--- config.mk ---
export PLATFORM = sky130hd
export DESIGN_NAME = count_sequencer
export DESIGN_NICKNAME = d
export VERILOG_FILES = /design/src/rtl/count_seq_pkg.sv /design/src/rtl/count_seq_core.sv /design/src/rtl/count_sequencer.sv
export SDC_FILE = /design/constraint.sdc
export NUM_CORES = 1
export LEC_CHECK = 0
export ABC_AREA = 1
export CAP_MARGIN = 20
export CORE_MARGIN = 3
export CORE_UTILIZATION = 46
export CTS_CLUSTER_DIAMETER = 40
export DETAILED_ROUTE_END_ITERATION = 12
export HOLD_SLACK_MARGIN = 0.15
export PLACE_DENSITY = 0.74
export SYNTH_ARGS = -nofsm -noshare
export SYNTH_HDL_FRONTEND = slang
export SYNTH_HIERARCHICAL = 1
export SYNTH_SLANG_ARGS = --single-unit
--- constraint.sdc ---
create_clock -name clock -period 2.2 [get_ports clock]
set_clock_uncertainty 0.1 [all_clocks]
set_input_delay 0.44 -clock clock [delete_from_list [all_inputs] [get_ports clock]]
set_output_delay 0.44 -clock clock [all_outputs]
set_load 0.005 [all_outputs]
--- src/rtl/count_seq_pkg.sv ---
// Shared types and constants for the count_sequencer interval timer.
// Holds the controller state encoding and the latched mode encoding.
package count_seq_pkg;

   typedef enum logic {
      ST_IDLE = 1'b0,
      ST_RUN  = 1'b1
   } state_t;

   localparam logic MODE_ONESHOT  = 1'b0;
   localparam logic MODE_PERIODIC = 1'b1;

   // True when a latched mode stops the timer after its first terminal count.
   function automatic logic is_oneshot(input logic mode_val);
      return mode_val == MODE_ONESHOT;
   endfunction

endpackage

--- src/rtl/count_seq_core.sv ---
// WIDTH-bit up-counter datapath for count_sequencer: counts up to period_q, then
// returns to zero; terminal is a combinational flag for count == period_q.
module count_seq_core #(
   parameter int WIDTH = 4
) (
   input  logic             clock,
   input  logic             reset,
   input  logic             clear,
   input  logic             enable,
   input  logic [WIDTH-1:0] period_q,
   output logic [WIDTH-1:0] count,
   output logic             terminal
);

   logic [WIDTH-1:0] count_q;
   logic [WIDTH-1:0] count_d;

   assign terminal = (count_q == period_q);
   assign count    = count_q;

   // Wrap happens only through the terminal compare, so P = 2^WIDTH-1 never overflows.
   always_comb begin
      count_d = count_q;
      if (clear) begin
         count_d = '0;
      end else if (enable) begin
         if (terminal) begin
            count_d = '0;
         end else begin
            count_d = count_q + 1'b1;
         end
      end
   end

   always_ff @(posedge clock) begin
      if (reset) begin
         count_q <= '0;
      end else begin
         count_q <= count_d;
      end
   end

endmodule

--- src/rtl/count_sequencer.sv ---
// Programmable interval timer controller around count_seq_core: start/stop/hold
// commands, one-shot or periodic tick, done and err pulses. Optional prescaler
// enabled by defining COUNT_SEQ_PRESCALE_EN.
module count_sequencer
   import count_seq_pkg::*;
#(
   parameter int WIDTH = 4
`ifdef COUNT_SEQ_PRESCALE_EN
   , parameter int PRESCALE_W = 4
`endif
) (
   input  logic                  clock,
   input  logic                  reset,
   input  logic                  start,
   input  logic                  stop,
   input  logic                  hold,
   input  logic                  mode,
   input  logic [WIDTH-1:0]      period,
`ifdef COUNT_SEQ_PRESCALE_EN
   input  logic [PRESCALE_W-1:0] prescale,
`endif
   output logic [WIDTH-1:0]      count,
   output logic                  busy,
   output logic                  tick,
   output logic                  done,
   output logic                  err
);

   state_t           state_q, state_d;
   logic [WIDTH-1:0] period_q, period_d;
   logic             mode_q, mode_d;
   logic             busy_q, busy_d;
   logic             tick_q, tick_d;
   logic             done_q, done_d;
   logic             err_q, err_d;

   logic             latch_cfg;
   logic             core_clear;
   logic             run_step;
   logic             advance;
   logic             core_enable;
   logic             terminal;

   assign latch_cfg   = !stop && start && (period != '0);
   assign core_enable = run_step && advance;

   // Command priority: stop, then start, then hold, then counting.
   always_comb begin
      state_d    = state_q;
      period_d   = period_q;
      mode_d     = mode_q;
      tick_d     = 1'b0;
      done_d     = 1'b0;
      err_d      = 1'b0;
      core_clear = 1'b0;
      run_step   = 1'b0;

      if (stop) begin
         if (state_q == ST_RUN) begin
            state_d    = ST_IDLE;
            core_clear = 1'b1;
         end
      end else if (start) begin
         core_clear = 1'b1;
         if (latch_cfg) begin
            period_d = period;
            mode_d   = mode;
            state_d  = ST_RUN;
         end else begin
            err_d   = 1'b1;
            state_d = ST_IDLE;
         end
      end else if ((state_q == ST_RUN) && !hold) begin
         run_step = 1'b1;
         if (advance && terminal) begin
            tick_d = 1'b1;
            if (is_oneshot(mode_q)) begin
               done_d  = 1'b1;
               state_d = ST_IDLE;
            end
         end
      end

      busy_d = (state_d == ST_RUN);
   end

   always_ff @(posedge clock) begin
      if (reset) begin
         state_q  <= ST_IDLE;
         period_q <= '0;
         mode_q   <= MODE_ONESHOT;
         busy_q   <= 1'b0;
         tick_q   <= 1'b0;
         done_q   <= 1'b0;
         err_q    <= 1'b0;
      end else begin
         state_q  <= state_d;
         period_q <= period_d;
         mode_q   <= mode_d;
         busy_q   <= busy_d;
         tick_q   <= tick_d;
         done_q   <= done_d;
         err_q    <= err_d;
      end
   end

`ifdef COUNT_SEQ_PRESCALE_EN
   logic [PRESCALE_W-1:0] prescale_q, prescale_d;
   logic [PRESCALE_W-1:0] presc_cnt_q, presc_cnt_d;

   assign advance = (presc_cnt_q == prescale_q);

   // The prescaler only moves on RUN cycles that are not held.
   always_comb begin
      prescale_d  = prescale_q;
      presc_cnt_d = presc_cnt_q;
      if (latch_cfg) begin
         prescale_d = prescale;
      end
      if (core_clear) begin
         presc_cnt_d = '0;
      end else if (run_step) begin
         presc_cnt_d = advance ? '0 : presc_cnt_q + 1'b1;
      end
   end

   always_ff @(posedge clock) begin
      if (reset) begin
         prescale_q  <= '0;
         presc_cnt_q <= '0;
      end else begin
         prescale_q  <= prescale_d;
         presc_cnt_q <= presc_cnt_d;
      end
   end
`else
   assign advance = 1'b1;
`endif

   count_seq_core #(
      .WIDTH (WIDTH)
   ) u_core (
      .clock    (clock),
      .reset    (reset),
      .clear    (core_clear),
      .enable   (core_enable),
      .period_q (period_q),
      .count    (count),
      .terminal (terminal)
   );

   assign busy = busy_q;
   assign tick = tick_q;
   assign done = done_q;
   assign err  = err_q;

endmodule

==> metrics <==
sequential power share 0.540; final worst slack 0.389 ns; CTS root buffer clkbuf_4; total core area 1370 um2; Synth Instances between 100 and 150; Fin. Hold Viols 0; max incr delay on CP 0.55 ns; cts repair resizes 0; Clock Latency Late Sink 0.27 ns; max_cap viols 0; Switch Pwr 0.000111 W; fillers 134; Ports 18; routed wire length per instance 10.2 um; Pwr Density 494 nW/um2; final worst-path cycle share 0.823; Crit Path Category reg2out; Setup Slack @ Placement ~0.16 ns; Crit-path slowest cell clkdlybuf4s50_1; clock share of power 0.321; Setup crit start kind register; Worst R2R Start u_core/count[0]; switch share 0.246; CTS Buf Count 3; Hold Crit Start period_q[0]; Max FO, Critical Path 6; Crit path max-delay family buffers and inverters; Syn Std Cell Area 704 um2; WP data arrival 1.27 ns; RR Endpoint done; status completed; Reg2Reg Depth 7; post-synth top area share 0.369; CTS hold repair buffers 0; CP endpoint kind output port; std cell rows 13; Area Growth Syn to Fin 30.0%; initial antenna violation count 0; Post-Syn Nets 113; Achievable Freq 0.552 GHz; Chip Width 45.1 um; register area share after synthesis 0.369; initial drt markers 5; number of antenna diodes 0; Overflow after GRT 0; Initial Util 0.516; Max VDD drop between 0.2 and 0.3 mV; Worst Tran Pin Value 0.484 ns; routed vias/inst 4.78; post-CTS setup repair buffer count 0; HP Class reg2reg; r2r setup slk 0.83 ns; hold path endpoint period_q[0]; GRT Resource Usage Total 0.168; buffers and inverters on the worst path 1; max-slew violation count 0; routability cong. about 0.79; Synth Register Bits 13; final wirelength around 1400 um; die area around 2000 um2; layout cells sized above 1 0.154; TritonCTS clock tree built; first-pass GRT wire length 2530 um; dpl hpwl 1110 um; Layout Utilization 0.670; Worst Path Required 1.66 ns; average size of a mapped cell 6.91 um2; relative slew slack 0.676; Yosys warning count 6; clock slew at reported path FFs 0.08 ns; top post-synthesis cells by area dfxtp_1 (37%), nand2_1 (16%), inv_1 (8.0%); pin count of the biggest net entering global routing 10; Int Pwr 0.000341 W; Residual DRC 0; worst path cell trace clkdlybuf4s50_1; hold path cells 2; Leakage Power ~0.38 nW; port buffer count 17; vias 660; vias in the first global route 638; Synth cell types 22; DR pass1 iterations 4; Final Setup Violations 0; Die Span Y 45.1 um; setup_tns 0 ns; RSZ-0062 raised after global routing false; cell taking the most area after synthesis dfxtp_1; Detail Route Antenna Nets 0; final net count 135; Tmin final roughly 1.8 ns; Max Root-Sink Buffers 2; TritonCTS Sinks 13; Comb pwr share 0.139; H-tree depth 1
## worst min-delay path: stages, from the launching register on
cell	delay [ns]
dfxtp_1	0.32
nand2_1	0.06
a21oi_1	0.05
## state kept, by name, indices dropped and copies added (netlist names)
register	count
done	1
mode_q	1
tick	1
u_core/count	4
period_q	4
err	1
busy	1
## kinds of logic after synthesis
group	after synthesis	share of synthesized area
buf+inv	19	0.112
simple gates	58	0.403
compound gates	11	0.0977
flops	13	0.369
fa+ha+maj	1	0.0178
## placed cells by master, fill, tap and decap left out, types with 3 or more instances in the layout
cell type        synthesis  final
a21oi_1                  6      6
nor2_1                   8      8
nand2_1                 30     30
dfxtp_1                 13     13
inv_1                   15     15
nor3_1                   4      4
clkdlybuf4s50_1          0     17
clkbuf_4                 0      3
inv_2                    3      3
nand3_1                  5      5
## final cells by class
type	instances	area, um2	area share
clock buffer	4	26.3	0.0287
inverter	18	67.6	0.0738
multi-input combinational	70	365	0.399
sequential	13	260	0.284
tap	15	18.8	0.0205
timing repair buffer	18	178	0.194
## per-stage QoR
stage / total power, W / cell area (um2) / hold WS [ns] / cells
floorplan: 0.000287 / 704 / 0.334 / 102
global placement: 0.000312 / 890 / 0.363 / 134
detailed placement: 0.000313 / 890 / 0.367 / 134
CTS: 0.000461 / 916 / 0.378 / 138
global route: 0.000482 / 916 / 0.400 / 138
finish: 0.000452 / 916 / 0.378 / 138
## power groups by stage
stage          sequential [W]  clock, W  combinational (W)
3_5_place_dp         0.000250         0          0.0000630
5_1_grt              0.000245  0.000167          0.0000701
2_1_floorplan        0.000249         0          0.0000380
6_report             0.000244  0.000145          0.0000630
4_1_cts              0.000244  0.000154          0.0000633
3_3_place_gp         0.000249         0          0.0000621
## routing by layer
layer,track usage,up-vias,wire (um)
met1,0.196,291,670
met3,0.0359,0,55
met5,0,-,0
li1,-,359,-
met2,0.294,10,688
met4,0.0702,0,0
## how the worst max path moves through the flow
stage / end / cells after the start / slack (ns) / start
2_1_floorplan: u_core/count[3] / 8 / 0.48 / start
3_3_place_gp: u_core/count[3] / 10 / 0.22 / stop
3_5_place_dp: u_core/count[3] / 11 / 0.16 / stop
4_1_cts: count[0] / 1 / 0.38 / u_core/count[0]
5_1_grt: u_core/count[3] / 10 / 0.26 / stop
6_report: count[0] / 1 / 0.39 / u_core/count[0]
## synthesized netlist by cell type, drive strengths merged
library cell	count
a21oi	8
dfxtp	13
ha	1
nor2	12
buf	1
nand2	33
o21a	1
nor3	4
and3b	1
o21ai	2
nand3	6
and2	1
nor4	1
inv	18
Note: power is estimated with default switching activity, not from simulation.
